[config.mk]
export PLATFORM = sky130hd
export DESIGN_NAME = mole_pattern_gen
export DESIGN_NICKNAME = d
export VERILOG_FILES = /design/src/rtl/mole_pkg.sv /design/src/rtl/mole_pattern_gen_lfsr16.sv /design/src/rtl/mole_pattern_gen.sv
export SDC_FILE = /design/constraint.sdc
export NUM_CORES = 1
export LEC_CHECK = 0
export ABC_AREA = 1
export CAP_MARGIN = 25
export CORE_ASPECT_RATIO = 1.75
export CORE_MARGIN = 5
export CORE_UTILIZATION = 49
export DETAILED_ROUTE_END_ITERATION = 8
export PLACE_DENSITY = 0.81
export RECOVER_POWER = 25
export SLEW_MARGIN = 10
export SYNTH_ARGS = -nofsm -noshare
export SYNTH_HDL_FRONTEND = slang
export SYNTH_SLANG_ARGS = --single-unit
[constraint.sdc]
create_clock -name clk -period 2 [get_ports clk]
set_clock_uncertainty 0.15 [all_clocks]
set_input_delay 0.3 -clock clk [delete_from_list [all_inputs] [get_ports clk]]
set_output_delay 0.3 -clock clk [all_outputs]
set_load 0.02 [all_outputs]
[src/rtl/mole_pkg.sv]
// Shared definitions for the mole game: FSM states, LFSR constants and the
// default hole count used by the pattern generator, controller and keypad.
package mole_pkg;

  typedef enum logic [1:0] {
    IDLE = 2'd0,
    FILL = 2'd1,
    EMIT = 2'd2
  } state_t;

  localparam logic [15:0] LFSR_MASK          = 16'hB400;
  localparam logic [15:0] DEFAULT_SEED       = 16'hACE1;
  localparam logic [3:0]  NO_PREV            = 4'hF;
  localparam int          DEFAULT_HOLE_COUNT = 9;

  // One Galois step: shift right, fold the mask back in when a 1 falls out.
  function automatic logic [15:0] lfsr_step(input logic [15:0] v);
    return v[0] ? ((v >> 1) ^ LFSR_MASK) : (v >> 1);
  endfunction

endpackage

[src/rtl/mole_pattern_gen_lfsr16.sv]
// Free-running 16-bit Galois LFSR with seed load; a zero seed would lock the
// register at zero forever, so it is replaced by the default seed.
module lfsr16
  import mole_pkg::*;
#(
  parameter logic [15:0] SEED = DEFAULT_SEED
) (
  input  logic        clk,
  input  logic        reset,
  input  logic        load,
  input  logic [15:0] seed_in,
  output logic [3:0]  nibble
);

  localparam logic [15:0] SAFE_SEED = (SEED == 16'h0) ? DEFAULT_SEED : SEED;

  logic [15:0] state;

  always_ff @(posedge clk) begin
    if (reset) begin
      state <= SAFE_SEED;
    end else if (load) begin
      state <= (seed_in == 16'h0) ? SAFE_SEED : seed_in;
    end else begin
      state <= lfsr_step(state);
    end
  end

  assign nibble = state[3:0];

endmodule

[src/rtl/mole_pattern_gen.sv]
// Builds NIBBLES-position answer patterns from the LFSR by rejection sampling
// and hands each finished pattern to the game controller with a write strobe.
module mole_pattern_gen
  import mole_pkg::*;
#(
  parameter int          NIBBLES    = 8,
  parameter int          HOLE_COUNT = DEFAULT_HOLE_COUNT,
  parameter logic [15:0] SEED       = DEFAULT_SEED,
  parameter int          MAX_REJECT = 31
) (
  input  logic                   clk,
  input  logic                   reset,
  input  logic                   game_start,
  input  logic                   request,
  input  logic                   seed_load,
  input  logic [15:0]            seed_in,
  output logic [4*NIBBLES-1:0]   data_out,
  output logic                   write_enable,
  output logic                   busy,
  output logic [7:0]             pattern_count
);

  localparam int DATA_W = 4 * NIBBLES;
  localparam int IDX_W  = (NIBBLES > 1) ? $clog2(NIBBLES) : 1;
  localparam int REJ_W  = (MAX_REJECT > 0) ? $clog2(MAX_REJECT + 1) : 1;

  localparam logic [IDX_W-1:0] LAST_IDX   = IDX_W'(NIBBLES - 1);
  localparam logic [REJ_W-1:0] REJ_LIMIT  = REJ_W'(MAX_REJECT);
  localparam logic [4:0]       HOLE_LIMIT = 5'(HOLE_COUNT);
  localparam logic [3:0]       LAST_POS   = 4'(HOLE_COUNT - 1);

  // Forced position after too many rejections: the hole after prev, wrapping,
  // which can never equal prev because there are at least two holes.
  function automatic logic [3:0] fallback_pos(input logic [3:0] p);
    if (p == NO_PREV || p >= LAST_POS) return 4'd0;
    return p + 4'd1;
  endfunction

  state_t            state;
  logic [DATA_W-1:0] acc;
  logic [IDX_W-1:0]  idx;
  logic [REJ_W-1:0]  rej;
  logic              pending;
  logic [3:0]        prev;

  logic [3:0]        cand_raw;
  logic [3:0]        cand;
  logic              natural_ok;
  logic              accept;
  logic              req_any;

  lfsr16 #(
    .SEED (SEED)
  ) u_lfsr (
    .clk     (clk),
    .reset   (reset),
    .load    (seed_load),
    .seed_in (seed_in),
    .nibble  (cand_raw)
  );

  always_comb begin
    req_any    = game_start | request;
    natural_ok = ({1'b0, cand_raw} < HOLE_LIMIT) && (cand_raw != prev);
    accept     = natural_ok || (rej == REJ_LIMIT);
    cand       = natural_ok ? cand_raw : fallback_pos(prev);
  end

  always_ff @(posedge clk) begin
    if (reset) begin
      state         <= IDLE;
      acc           <= '0;
      idx           <= '0;
      rej           <= '0;
      pending       <= 1'b0;
      prev          <= NO_PREV;
      data_out      <= '0;
      write_enable  <= 1'b0;
      pattern_count <= 8'd0;
    end else begin
      write_enable <= 1'b0;
      case (state)
        IDLE: begin
          if (req_any || pending) begin
            pending <= 1'b0;
            idx     <= '0;
            rej     <= '0;
            state   <= FILL;
          end
        end

        FILL: begin
          // One request may queue behind the pattern being built.
          if (req_any) pending <= 1'b1;
          if (accept) begin
            acc[{idx, 2'b00} +: 4] <= cand;
            prev                   <= cand;
            rej                    <= '0;
            idx                    <= idx + IDX_W'(1);
            if (idx == LAST_IDX) state <= EMIT;
          end else begin
            rej <= rej + REJ_W'(1);
          end
        end

        EMIT: begin
          if (req_any) pending <= 1'b1;
          data_out     <= acc;
          write_enable <= 1'b1;
          if (pattern_count != 8'hFF) pattern_count <= pattern_count + 8'd1;
          state        <= IDLE;
        end

        default: state <= IDLE;
      endcase
    end
  end

  assign busy = (state != IDLE);

endmodule

======== Yosys cells after proc, flatten, opt, wreduce, memory -nomap -nowiden ========
Cells that the tools add are included.
cells by class
  eq/ne operators ......................... 11
  bitwise logic cells ..................... 2
  shift-type cells ........................ 2
  $add $sub $neg .......................... 5
  multiply operators ...................... 0
  div/mod/pow operators ................... 0
  magnitude comparators ................... 2
  reduce and logical (&&, ||, !) cells .... 16
  multiplexer cells ....................... 22
operator list
  operator                                                                 number
  16-bit 2-to-1 mux                                                        3
  32-bit bitwise mux                                                       1
  4-bit by 7-bit variable shift with 32-bit output (first input constant)  1
  4-bit by 7-bit variable part select with 32-bit output                   1
  16-bit zero test                                                         1
  4-bit 2-to-1 mux                                                         3
  5-bit 2-to-1 mux                                                         2
  5-bit case mux with 2 select lines                                       1
  3-bit AND reduction                                                      3
  8-bit by 1-bit adder with 8-bit output (second input constant)           1
  8-bit inequality test (second input constant)                            1
  5-bit negator with 7-bit output                                          1
  2-bit 2-to-1 mux                                                         3
  3-bit 2-to-1 mux                                                         2
  2-bit inequality test (second input constant)                            3
  3-bit case mux with 2 select lines                                       1
  2-bit AND reduction                                                      3
  2-bit nonzero test                                                       3
  5-bit by 1-bit adder with 5-bit output (second input constant)           1
  5-bit equality test (second input constant)                              1
  4-bit by 1-bit adder with 4-bit output (second input constant)           1
  4-bit equality test (second input constant)                              1
  4-bit greater-or-equal comparator (second input constant)                1
  4-bit less-than comparator (second input constant)                       1
  other kinds (15)                                                         20
storage, ports and cells
  output and inout port bits .............. 42
  bits in latches ......................... 0
  word-level logic and storage cells ...... 70
  RAM bits ................................ 0
  memories ................................ 0
  ROM bits ................................ 0
  flip-flop bits (word level) ............. 104

======== Depth between registers and ports, before layout ========
  depth in word-level cells ............... 7
  mapped depth ............................ 13
  mapped depth without buffers ............ 12

======== Cells and area by module ========
Synthesis repeated with hierarchy kept, for this count alone.
unflattened totals
  cells, all modules ...................... 681
  area total of the unflattened synthesis .. 4,937.2 µm²
by module, submodules not included
  module            cells each  area an instance (µm²)  instances  seq. area each (µm²)
  mole_pattern_gen  572         4,199.0                 1          1,761.7
  lfsr16            109         738.2                   1          320.3

======== Worst setup path after synthesis ========
Ideal clock, no wire load.
  kind .................................... reg2reg
  from .................................... register idx[0]
  to ...................................... register acc[19]
  data required time ...................... 1.722 ns
  arrival time ............................ 1.679 ns
  period minus slack after synthesis ...... 1.957 ns
  stages on the path, launching flop included .. 10
  setup slack ............................. 0.043 ns
  path buffers ............................ 1
  path through ............................ dfxtp_1 inv_2 ha_1 clkbuf_1 inv_1 nand3_1 nor3_2 nand3_4 o21ai_1 nor2_1
on the way
  longest elaborated chain between the ends .. 3
RTL lines
  element                                                                                                                            line                    RTL
  start, declared                                                                                                                    mole_pattern_gen.sv:41  logic [IDX_W-1:0] idx;
  start signal, assigned                                                                                                             mole_pattern_gen.sv:99  idx <= idx + IDX_W'(1);
  5-bit negator with 7-bit output (*)                                                                                                mole_pattern_gen.sv:96  acc[{idx, 2'b00} +: 4] <= cand;
  4-bit by 7-bit variable part select with 32-bit output / 4-bit by 7-bit variable shift with 32-bit output (equally long branches)  mole_pattern_gen.sv:96
  32-bit bitwise mux (*)                                                                                                             mole_pattern_gen.sv:96
  end signal, assigned by index                                                                                                      mole_pattern_gen.sv:96
  end, declared                                                                                                                      mole_pattern_gen.sv:40  logic [DATA_W-1:0] acc;
Every way passes the cells marked *; elsewhere a longest branch is shown, timed or not.
A chain may end at the register's enable or synchronous reset.

======== Worst setup path in the final report ========
  from .................................... register idx[0]
  to ...................................... register acc[15]
The elaborated chain is that of the path after synthesis.

==> impl_metrics.csv <==
group,metric,value,unit
critical_path,slowest_stage,"dfxtp_1",
clocking,cts_hold_repair.buffers,0,
clocking,cts_setup_buffers,0,
critical_path,path_cells,"inv_2 -> ha_1 -> ha_4 -> inv_2 -> nor3_1 -> buf_4 -> nand3_4 -> nand2_1 -> nand2_1 -> a21oi_1",
detailed_routing,remaining_drc_errors,0,
cells_and_area,drive_above_1_share,13.7,%
sta,period_minus_slack,1.91,ns
floorplanning,coreArea,0.00935,mm2
floorplanning,io-pin-count,63,
clocking,cts_made_buffers,9,
yosys,synth_ff_type,"dfxtp_1",
critical_path,max_stage_delay,0.35,ns
critical_path,cp-end-kind,"flip-flop",
clocking,cts_tree,"built",
yosys,synth_edf_count,0,
yosys,syn-cell-area,0.00465,mm2
grt,grt_pass1_wl,18400,um
yosys,synth-seq-area-share,44.8,%
min_path,min_path_type,"flip-flop to flip-flop",
yosys,synth_cell_types,35,
critical_path,start_kind,"flip-flop",
sta,slew-limit-headroom,71.2,%
detailed_routing,wl_per_cell,13.8,um
clocking,clock-sinks,104,
cells_and_area,nFillCells,765,
power,leakagePower,2.56,nW
sta,hold-worst-slack,0.308,ns
clocking,clk_pin_slew_worst_paths,0.08,ns
cells_and_area,final_cell_mix,"106 x nand2_1, 102 x dfxtp_1, 64 x a21oi_1, 63 x nor2_1, 63 x inv_1",
grt,grt-ovfl-total,0,
place,placed_cell_area,0.00549,mm2
detailed_routing,dr.pass1.iters,4,
cells_and_area,insertedDiodeCount,0,
floorplanning,dieArea,0.0116,mm2
status,status,"finished, final reports clean",
clocking,clk_latency,0.34,ns
cells_and_area,layout.nets,709,
power,p_per_area,1120,mW/mm2
floorplanning,die_x,83.6,um
yosys,synth_cells,600,
grt,antenna_found_initial,0,
place,dp_cells,783,
sta,hold_violations,0,
critical_path,critical_path.top_delay_family,"adder cells",
floorplanning,placementRows,47,
yosys,ys_ff_latch,104,
sta,max_freq,523,MHz
yosys,synth_fp_nets,637,
floorplanning,die_h,139,um
critical_path,path_buf_inv,3,
cells_and_area,area_growth,25.3,%
run,drv_cap,0,
grt,grt_max_degree,59,
clocking,cts.htree.levels,3,
yosys,yosysWarnings,0,
cells_and_area,design_area,0.00582,mm2
critical_path,worstPathRequired,2.13,ns
detailed_routing,via_per_inst,5.18,
sta,period_share,95.6,%
clocking,root_buffer,"clkbuf_16",
cells_and_area,final_common_cell,"nand2_1",
grt,grt_pass1_vias,4087,
sta,rsz0062_at_grt,"no",
detailed_routing,drt_iter0_markers,192,
sta,slew_viol_final,0,
yosys,avgSynthCellArea,7.74,um2
sta,worstMarginPinSlew,0.431,ns
power,ir_drop,0.616,mV
place,dp.final_hpwl,8160,um
grt,grt_usage,19.1,%
floorplanning,initial_utilization,49.7,%
critical_path,ff2ff_setup_slack,0.09,ns
critical_path,worst-path-max-fanout,5,
place,portBuffers,62,
sta,fin_setup_tns,0,ns
place,finalWeightedCongestion,0.924,
detailed_routing,vias,4137,
yosys,synthArstFlopShare,0,%
clocking,cts_buffer_depth,2,
critical_path,worstSetupPathType,"flip-flop to flip-flop",
cells_and_area,stdcell_count,799,
detailed_routing,ant_nets,0,
critical_path,worst-endpoint-arrival,2.05,ns
sta,setup_viol,0,
detailed_routing,drt-total-wl,11000,um
-- cell usage after synthesis, types with 2 or more instances --
master	number	area, um2
a21oi_2	3	26.3
inv_2	12	45.0
and3_1	2	12.5
nor2_1	64	240
nor2_4	2	22.5
ha_1	16	200
nand3_4	6	105
xor2_1	4	35.0
inv_1	64	240
o21ai_0	50	250
dfxtp_1	104	2080
nor2_2	4	25.0
nand2_8	2	40.0
nand2_4	5	56.3
nand3_1	28	140
o21ai_1	3	15.0
xnor2_1	3	26.3
clkbuf_1	19	71.3
nand4_4	2	42.5
nor3_1	6	30.0
nand4_1	5	31.3
nor3_2	3	30.0
o211ai_1	2	15.0
nand2_2	6	37.5
o22ai_1	6	37.5
a21oi_1	64	320
nand2_1	107	402
-- worst min-delay path: stages, from the launching register on --
cell and delay [ns]:
dfxtp_1 0.32, o22ai_1 0.07, nand2_1 0.05
-- per-layer routing --
| metal | vias up | part of all wire, % | track usage [%] |
|---|---|---|---|
| met5 | - | 0 | 0 |
| met4 | 0 | 3.7 | 9.07 |
| met3 | 38 | 3.3 | 4.28 |
| met2 | 85 | 54 | 36.0 |
| met1 | 1931 | 39 | 19.4 |
| li1 | 2083 | - | - |
-- state kept, by name, summed over array words and instances (netlist names) --
name / count
idx: 3
prev: 4
acc: 32
pending: 1
pattern_count: 8
state: 2
write_enable: 1
u_lfsr.state: 16
rej: 5
data_out: 32
-- through the flow --
step | worst slack [ns] | power [W] | util (%)
after floorplan | 0.0432 | 0.00402 | -
after global routing | 0.00855 | 0.00694 | 62.3
final | 0.0871 | 0.00654 | 62.3
after detailed placement | -0.0263 | 0.00488 | 58.7
after CTS | 0.0360 | 0.00657 | 62.0
after global placement | 0.137 | 0.00480 | 58.7
-- logic make-up after synthesis --
kind of cell	synth area share, %
and+or+nand+nor	26.8
AOI/OAI and AO/OA	14.6
DFF	44.8
buffers and inverters	8.16
adders and majority gates	4.31
xor gates and xnor gates	1.32
-- worst paths after layout --
check | cells after the start | start | end
setup / recovery | 10 | idx[0] | acc[15]
hold / removal | 2 | u_lfsr.state[7] | u_lfsr.state[6]
setup reg to reg | 10 | idx[0] | acc[15]
hold reg to reg | 2 | u_lfsr.state[7] | u_lfsr.state[6]
-- area by class of cell --
cell class	instances	area [um2]	share of cell area, %
Sequential cell	104	2080	35.8
Multi-Input combinational cell	398	2230	38.3
Clock inverter	7	66.3	1.14
Clock buffer	9	225	3.87
Timing Repair Buffer	82	777	13.3
Tap cell	122	153	2.62
Inverter	77	289	4.96
-- what timing repair did --
action	CTS	global route
pin swaps	0	2
endpoints found under the hold margin	0	0
gates resized for setup	3	9
setup endpoints to repair	4	30
-- power by group --
group          switching [W]  total, W  internal [W]
registers           0.000203   0.00260       0.00239
clock network       0.000826   0.00170      0.000870
logic                0.00136   0.00225      0.000890
(Power assumes the default switching activity.)
